`src/rtl/pwm_multi_channel.sv`:
```
// Multi-channel PWM: shared prescaler and period counter, double-buffered duty per channel.
// Optional centre-aligned counting enabled by defining PWM_CENTER_ALIGNED_EN.
module pwm_multi_channel #(
  parameter int unsigned CHANNELS = 4,
  parameter int unsigned WIDTH    = 8,
  parameter int unsigned SPEED_W  = 3,
  localparam int unsigned AddrW   = (CHANNELS > 1) ? $clog2(CHANNELS) : 1
) (
  input  logic                clk,
  input  logic                rst,
  input  logic                enable,
  input  logic [SPEED_W-1:0]  speed,
  input  logic                wr_en,
  input  logic [AddrW-1:0]    wr_addr,
  input  logic [WIDTH-1:0]    wr_data,
`ifdef PWM_CENTER_ALIGNED_EN
  input  logic                center,
`endif
  output logic [CHANNELS-1:0] pwm,
  output logic                period_end
);

  localparam int unsigned PrescW = (1 << SPEED_W) - 1;
  localparam logic [WIDTH-1:0] CntMax = '1;

  logic [PrescW-1:0]   presc_q, presc_d;
  logic [WIDTH-1:0]    cnt_q, cnt_d;
  logic [SPEED_W-1:0]  speed_act_q, speed_act_d;
  logic [WIDTH-1:0]    shadow_q [CHANNELS];
  logic [WIDTH-1:0]    shadow_d [CHANNELS];
  logic [WIDTH-1:0]    duty_q [CHANNELS];
  logic [WIDTH-1:0]    duty_d [CHANNELS];
  logic [CHANNELS-1:0] pwm_q, pwm_d;
  logic                period_end_q, period_end_d;
  logic [PrescW-1:0]   presc_lim;
  logic                tick;
  logic                wrap;
`ifdef PWM_CENTER_ALIGNED_EN
  logic                dir_down_q, dir_down_d;
  logic                center_act_q, center_act_d;
`endif

  // Low speed_act bits set: 2^speed_act - 1 without an extra carry bit.
  assign presc_lim = ~({PrescW{1'b1}} << speed_act_q);
  assign tick      = (presc_q == presc_lim);

  always_comb begin
    presc_d      = presc_q;
    cnt_d        = cnt_q;
    speed_act_d  = speed_act_q;
    shadow_d     = shadow_q;
    duty_d       = duty_q;
    pwm_d        = '0;
    wrap         = 1'b0;
    period_end_d = 1'b0;
`ifdef PWM_CENTER_ALIGNED_EN
    dir_down_d   = dir_down_q;
    center_act_d = center_act_q;
`endif

    // Out-of-range addresses match no channel and are dropped.
    for (int i = 0; i < CHANNELS; i++) begin
      if (wr_en && (wr_addr == AddrW'(i))) shadow_d[i] = wr_data;
    end

    if (!enable) begin
      presc_d     = '0;
      cnt_d       = '0;
      speed_act_d = speed;
      duty_d      = shadow_q;
`ifdef PWM_CENTER_ALIGNED_EN
      center_act_d = center;
      dir_down_d   = 1'b0;
`endif
    end else begin
      for (int i = 0; i < CHANNELS; i++) begin
`ifdef PWM_CENTER_ALIGNED_EN
        // Inclusive compare on the way down gives 2*duty high ticks around cnt=0.
        pwm_d[i] = dir_down_q ? (cnt_q <= duty_q[i]) : (cnt_q < duty_q[i]);
`else
        pwm_d[i] = (cnt_q < duty_q[i]);
`endif
      end
      if (tick) begin
        presc_d = '0;
`ifdef PWM_CENTER_ALIGNED_EN
        if (center_act_q && dir_down_q) begin
          cnt_d = cnt_q - 1'b1;
          wrap  = (cnt_q == WIDTH'(1));
        end else if (center_act_q && (cnt_q == CntMax)) begin
          cnt_d      = cnt_q - 1'b1;
          dir_down_d = 1'b1;
        end else begin
          cnt_d = cnt_q + 1'b1;
          wrap  = !center_act_q && (cnt_q == CntMax);
        end
`else
        cnt_d = cnt_q + 1'b1;
        wrap  = (cnt_q == CntMax);
`endif
        if (wrap) begin
          duty_d      = shadow_q;
          speed_act_d = speed;
`ifdef PWM_CENTER_ALIGNED_EN
          center_act_d = center;
          dir_down_d   = 1'b0;
`endif
        end
      end else begin
        presc_d = presc_q + 1'b1;
      end
    end
    period_end_d = wrap;
  end

  always_ff @(posedge clk or posedge rst) begin
    if (rst) begin
      presc_q      <= '0;
      cnt_q        <= '0;
      speed_act_q  <= '0;
      shadow_q     <= '{default: '0};
      duty_q       <= '{default: '0};
      pwm_q        <= '0;
      period_end_q <= 1'b0;
`ifdef PWM_CENTER_ALIGNED_EN
      dir_down_q   <= 1'b0;
      center_act_q <= 1'b0;
`endif
    end else begin
      presc_q      <= presc_d;
      cnt_q        <= cnt_d;
      speed_act_q  <= speed_act_d;
      shadow_q     <= shadow_d;
      duty_q       <= duty_d;
      pwm_q        <= pwm_d;
      period_end_q <= period_end_d;
`ifdef PWM_CENTER_ALIGNED_EN
      dir_down_q   <= dir_down_d;
      center_act_q <= center_act_d;
`endif
    end
  end

  assign pwm        = pwm_q;
  assign period_end = period_end_q;

endmodule

```
`config.mk`:
```
export PLATFORM = sky130hd
export DESIGN_NAME = pwm_multi_channel
export DESIGN_NICKNAME = d
export VERILOG_FILES = /design/src/rtl/pwm_multi_channel.sv
export SDC_FILE = /design/constraint.sdc
export NUM_CORES = 1
export LEC_CHECK = 0
export CORE_UTILIZATION = 64
export CTS_BUF_LIST = sky130_fd_sc_hd__clkbuf_16
export DETAILED_ROUTE_END_ITERATION = 8
export PLACE_DENSITY = 0.82
export SYNTH_ARGS = -nofsm -noshare
export SYNTH_HDL_FRONTEND = slang
export SYNTH_SLANG_ARGS = --single-unit
export TNS_END_PERCENT = 100
```
`constraint.sdc`:
```
create_clock -name clk -period 6.25 [get_ports clk]
set_input_delay 0.9375 -clock clk [delete_from_list [all_inputs] [get_ports clk]]
set_output_delay 0.9375 -clock clk [all_outputs]
set_load 0.005 [all_outputs]
```
==> results.txt, run 1 <==
Final estimated routing congestion in global placement: 0.790
Total CTS buffers: 9
Share of flip-flops with an asynchronous set or reset: 100%
Type of element launching the critical path: flop
GRT Total Usage: 25.1%
Clk_skew: 5.03 ps
Netlist area before placement: 0.00437 mm^2
Number of synthesized flops with an enable pin: 0
Setup WS pre-CTS: 3420 ps
Antenna violations before repair: 0
Iteration-0 DRC Markers: 100
Setup slack of the critical path after layout: 3570 ps
Capturing element type of the critical path: flop
Area growth from synthesis to layout: 12.3%
Detailed-router iteration count before antenna repair: 6
Worst IR Drop VDD: 0.201 mV
Max frequency: 0.373 GHz
CTS max path bufs: 2
Post-layout net count: 416
Number of gates given a new drive strength after cts: 0
Wire length of the first global-routing pass: 13.7 mm
Post-CTS clock slew at the launch and capture registers of the worst setup and hold paths: 70 ps
Half-perimeter wire length of the detailed placement result: 5.34 mm
WS Path Type: flop to flop
Clock network latency to the later pin of the worst-skew pair: 330 ps
Number of rows created at floorplan: 29
Clock tree from TritonCTS: done
Transition time at the pin with the least slew margin: 1060 ps
Number of antenna-violating nets in the routed design: 0
Leakage: 2.37 nW
Remaining design rule violation count: 1
Setup TNS Final: 0 ps
Die ar.: 0.00716 mm^2
Yosys warns: 0
Slowest cell on the critical path: buf_4
Run status: finished, violations left
Share of the yosys chip area belonging to registers: 49.9%
Clock period minus worst slack: 2680 ps
Average footprint of a synthesized cell: 12.7 um^2
Post CTS Setup Buffer Count: 0
Post-synth top flop: dfrtp_1
Setup violators final: 0
Hold Violations, Final: 0
Mapped Nets: 391
Mean routed wirelength per cell: 17.3 um
Die height: 84.6 um
Arrival time worst endpoint: 2890 ps
Share of layout cells above drive strength 1: 23.8%
Hold bufs inserted after CTS: 0
Total number of clock tree sinks: 87
Synthesized instance count: 344
Vias in the first global route: 2831
Count of pins on the block boundary: 22
Type of the worst min-delay path: flop to flop
Buffers on Ports: 21
Critical path fanouts, max: 35
Critical path required time: 6460 ps
Antenna diode count: 0
Largest net degree at the start of global routing: 88
List of cells traversed by the critical path: nor4bb_1 > a31oi_1 > a32o_1 > o31ai_4 > buf_4 > mux2_2
Vias per std cell: 5.96
Max H-tree Level: 3
Wire length after detailed routing: 7.82 mm
Yosys cell types: 38
Final slew viol count: 0
Final global-route overflow total: 0
Number of register bits inferred by synthesis: 87
Fin crit share: 42.8%
Die span in x: 84.6 um
Number of maximum-capacitance violations: 0
Core area: 0.00646 mm^2
Power Total: 1.48 mW
Detailed-route via count: 2690
PwrDens: 301 mW/mm^2
Headroom to the max-slew limit: 29.3%
Unrepaired setup endpoints after global routing: no
Violated checks: design-rule violations
Max stage delay on crit path: 560 ps
Clock Root Buffer: clkbuf_16
Number of fillers in the final layout: 410
Initial cell density of the core: 67.6%
[critical path, delay by kind of cell (launching register included)]
kind,cells,cell delay (ps)
AND/OR/NAND/NOR,1,320
buffers and inverters,1,560
flip-flops,1,500
AO/OA/AOI/OAI,3,730
multiplexers,1,420
[final timing paths]
kind / startpoint / to / slack, ps / depth (start not counted)
setup / recovery: speed_act_q[2] / duty_q[29] / 3570 / 6
setup reg to reg: speed_act_q[2] / duty_q[29] / 3570 / 6
hold reg to reg: shadow_q[21] / duty_q[21] / 500 / 1
hold / removal: shadow_q[21] / duty_q[21] / 500 / 1
max in group asynchronous: rst / duty_q[29] / 4290 / 3
min in group asynchronous: rst / presc_q[3] / 1300 / 3
[cell usage in the layout, fill, tap and decap left out, drive strengths merged]
master and instances:
or4 3, and4b 1, mux2i 5, clkdlybuf4s50 21
or3 1, o21ai 6, nor4bb 1, and2 1
nand2 13, nand4 2, o31ai 4, a31oi 9
a211oi 1, mux2 67, a211o 4, nor4 4
nor3 5, clkinv 3, dfrtp 87, a21o 8
nor2 12, nand3b 2, nand2b 7, and3 1
xnor2 5, inv 35, nand3 10, a21oi 7
nor3b 1, a32o 1, buf 2, nand4b 1
clkbuf 9, clkinvlp 3, o311a 1, xor2 1
ha 30
[cells by family after synthesis]
group	after synthesis	synth area share, %
AO/OA/AOI/OAI	41	6.88
XOR/XNOR	6	1.20
adder cells (fa/ha/maj)	30	8.60
buffers and inverters	43	4.47
flip-flops	87	49.9
multiplexers	72	21.0
AND/OR/NAND/NOR	65	7.97
[final cells by class]
type | instances | area, um^2 | share of cell area, %
Sequential cell | 87 | 2180 | 44.4
Multi-Input combinational cell | 214 | 1990 | 40.6
Clock buffer | 9 | 225 | 4.59
Timing Repair Buffer | 23 | 225 | 4.59
Inverter | 34 | 129 | 2.63
Tap cell | 77 | 96.3 | 1.96
Clock inverter | 7 | 57.6 | 1.17
[power by group]
group / internal, mW / switching [mW]
Clock: 0.273 / 0.225
Combinational: 0.151 / 0.105
Sequential: 0.658 / 0.0635
[registers in the layout (all words and copies together), names as in the netlist]
register	count
cnt_q	8
duty_q	32
period_end	1
presc_q	7
pwm	4
shadow_q	32
speed_act_q	3
[metal layers]
metal	vias up	GRT usage, %	share of wire, %
li1	1273	-	-
met5	-	0	0
met3	13	5.90	3.1
met4	0	10.2	1.7
met1	1357	34.0	47
met2	47	39.5	48
[metrics by stage]
| stage | util, % | cell area (um^2) | cells | hold WS [ps] |
|---|---|---|---|---|
| after floorplan | - | 4370 | 344 | 475 |
| after global placement | 71.5 | 4620 | 435 | 483 |
| after detailed placement | 71.5 | 4620 | 435 | 492 |
| after CTS | 75.9 | 4900 | 451 | 503 |
| after global routing | 75.9 | 4900 | 451 | 517 |
| final | 75.9 | 4900 | 451 | 505 |
[cell usage after synthesis (5+ instances only)]
cell type / n / area [um^2]
nand2b_1: 7 / 43.8
a21oi_1: 7 / 35.0
inv_1: 34 / 128
mux2_4: 30 / 450
mux2_2: 37 / 417
nor2_1: 12 / 45.0
nand3_1: 10 / 50.1
a21o_1: 8 / 60.1
ha_1: 30 / 375
dfrtp_1: 87 / 2180
o21ai_0: 5 / 25.0
nand2_1: 13 / 48.8
a31oi_1: 9 / 56.3
nor3_1: 5 / 25.0
xnor2_1: 5 / 43.8
mux2i_1: 5 / 50.1
No activity file was read; power rests on OpenSTA's default activity.
==> run 2: changes to the inputs <==
- CORE_UTILIZATION: 64 -> 54
- PLACE_DENSITY: 0.82 -> 0.74
- clock period: 6.25 -> 2.2 ns (I/O delays scaled with it)
==> results.txt, run 2 (synthesis gave the netlist of run 1 again) <==
Run status: finished clean
Area of all placed cells without fillers: 0.00519 mm^2 (+5.8%)
Clock tree from TritonCTS: done
Count of pins on the block boundary: 22 (unchanged)
Capturing element type of the critical path: flop
Fraction of the core area covered by cells at the end of the flow: 66.8% (-9.2 points)
Total number of clock tree sinks: 87 (unchanged)
List of cells traversed by the critical path: and4b_1 > o311a_1 > a211oi_4 > o31ai_4 > buf_12 > clkbuf_16 > mux2_4
Max frequency: 0.466 GHz (+25%)
Setup violators final: 0 (unchanged)
Post-CTS clock slew at the launch and capture registers of the worst setup and hold paths: 60 ps (about the same)
Leakage: 2.52 nW (+6.5%)
Worst-case hold slack: 377 ps (-127 ps)
Leading cell type in the layout, fill and taps excluded: dfrtp_1
Vias per std cell: 5.44 (-8.8%)
Die ar.: 0.00845 mm^2 (+18%)
Max H-tree Level: 3 (unchanged)
Dpl cells: 477 (+9.7%)
Slowest cell on the critical path: dfrtp_2
Half-perimeter wire length of the detailed placement result: 5.58 mm (+4.5%)
Leading cell types in the layout, fill and taps excluded: dfrtp_1 (84), mux2_2 (37), inv_1 (37), mux2_4 (30), ha_1 (30)
Max stage delay on crit path: 470 ps (-90 ps)
Critical path required time: 2410 ps (-4050 ps)
Worst R2R Start: speed_act_q[2]
Setup WS pre-CTS: 44.1 ps (-3380 ps)
Final standard cell count with taps included and fillers excluded: 497 (+10%)
Headroom to the max-slew limit: 62.8% (+33 points)
Critical path fanouts, max: 11 (-69%)
Clk_skew: 5.49 ps (+0.456 ps)
Final estimated routing congestion in global placement: 0.774 (-2.0%)
Arrival time worst endpoint: 2350 ps (-540 ps)
Wire length on met1: 3.81 mm (+4.0%)
Remaining design rule violation count: 0 (-1)
Number of rows created at floorplan: 32 (+10%)
Top Registers: duty_q: 32 flops, shadow_q: 32 flops, cnt_q: 8 flops
Wire length after detailed routing: 7.81 mm (-0.13%)
Final slew viol count: 0 (unchanged)
Post-placement cell area: 0.00483 mm^2 (+4.6%)
Total CTS buffers: 9 (unchanged)
PwrDens: 819 mW/mm^2 (+170%)
Worst IR Drop VDD: 0.408 mV (+100%)
Iteration-0 DRC Markers: 137 (+37%)
Number of cells traversed by the worst register-to-register path: 7 (+1)
Transition time at the pin with the least slew margin: 554 ps (-506 ps)
Die span in x: 91.9 um (+8.7%)
Die height: 91.9 um (+8.7%)
Vias in the first global route: 2616 (-7.6%)
Endpoint of the worst register-to-register path: duty_q[19]
Detailed-router iteration count before antenna repair: 4 (-2)
Antenna diode count: 0 (unchanged)
Setup slack of the critical path after layout: 55.8 ps (-3520 ps)
Clock Root Buffer: clkbuf_16
Core area: 0.00777 mm^2 (+20%)
WL met3: 174 um (-28%)
Post-layout net count: 437 (+5.0%)
Wire length of the first global-routing pass: 12.9 mm (-5.6%)
Power Total: 4.25 mW (+190%)
Buffers on Ports: 21 (unchanged)
Clock period minus worst slack: 2140 ps (-534 ps)
Fin crit share: 97.5% (+55 points)
GRT Total Usage: 20.3% (-4.8 points)
Type of the worst min-delay path: primary input to async pin
Mean routed wirelength per cell: 15.7 um (-9.4%)
Uppermost layer routed: met4
Type of element launching the critical path: flop
WS Path Type: flop to flop
DR WL met2: 3.75 mm (-0.95%)
Initial cell density of the core: 56.2% (-11 points)
Largest net degree at the start of global routing: 38 (-57%)
Hold bufs inserted after CTS: 0 (unchanged)
Detailed-route via count: 2703 (+0.48%)
Number of maximum-capacitance violations: 0 (unchanged)
Clock network latency to the later pin of the worst-skew pair: 330 ps (about the same)
Antenna violations before repair: 0 (unchanged)
Register-to-register path setup slack: 60 ps (-3520 ps)
Number of antenna-violating nets in the routed design: 0 (unchanged)
Hold Violations, Final: 0 (unchanged)
CTS max path bufs: 2 (unchanged)
Setup TNS Final: 0 ps (unchanged)
Final global-route overflow total: 0 (unchanged)
Area growth from synthesis to layout: 18.8%
Share of layout cells above drive strength 1: 27.8% (+4.1 points)
[run 2: cell count changes in the layout (fill, tap and decap cells not counted), moves of 2 or more]
cell | before | now
buf_4 | 2 | 17
buf_12 | 0 | 5
inv_1 | 33 | 37
dfrtp_1 | 87 | 84
dfrtp_2 | 0 | 3
clkinvlp_4 | 3 | 1
inv_6 | 2 | 0
[run 2: area by class of cell]
| class | instances | area [um^2] |
|---|---|---|
| Fill cell | 579 | 2580 |
| Sequential cell | 87 | 2180 |
| Multi-Input combinational cell | 214 | 2000 |
| Timing Repair Buffer | 44 | 463 |
| Clock buffer | 9 | 225 |
| Inverter | 34 | 131 |
| Tap cell | 102 | 128 |
| Clock inverter | 7 | 58.8 |
[run 2: what timing repair did]
| item | in CTS | in global routing |
|---|---|---|
| resized for setup | 0 | 4 |
| buffers inserted | 0 | 3 |
| setup endpoints to repair | 0 | 36 |
[run 2: report_power, final]
part	internal, mW	total [mW]	switching [mW]
Sequential	1.87	2.04	0.169
Clock	0.862	1.43	0.568
Combinational	0.469	0.775	0.306
[run 2: metal layers]
layer  track usage, %  vias up
met2             31.6       27
met4             6.77        0
met3             3.98        7
met5                0        -
met1             28.7     1352
li1                 -     1317
[run 2: worst max-delay path by stage]
stage | startpoint | to | slack, ps | cells past startpoint
3_3_place_gp | speed_act_q[2] | duty_q[26] | 80 | 6
3_5_place_dp | speed_act_q[2] | duty_q[26] | 40 | 6
4_1_cts | speed_act_q[2] | duty_q[26] | 30 | 6
6_report | speed_act_q[2] | duty_q[19] | 60 | 7
2_1_floorplan | speed_act_q[2] | duty_q[0] | 90 | 7
5_1_grt | speed_act_q[2] | duty_q[29] | -3 | 7
[run 2: critical path: cells and delay by family (launching register included)]
kind | cells | cell delay [ps]
compound gates | 3 | 710
buf+inv | 2 | 320
flops | 1 | 470
mux | 1 | 300
simple gates | 1 | 210
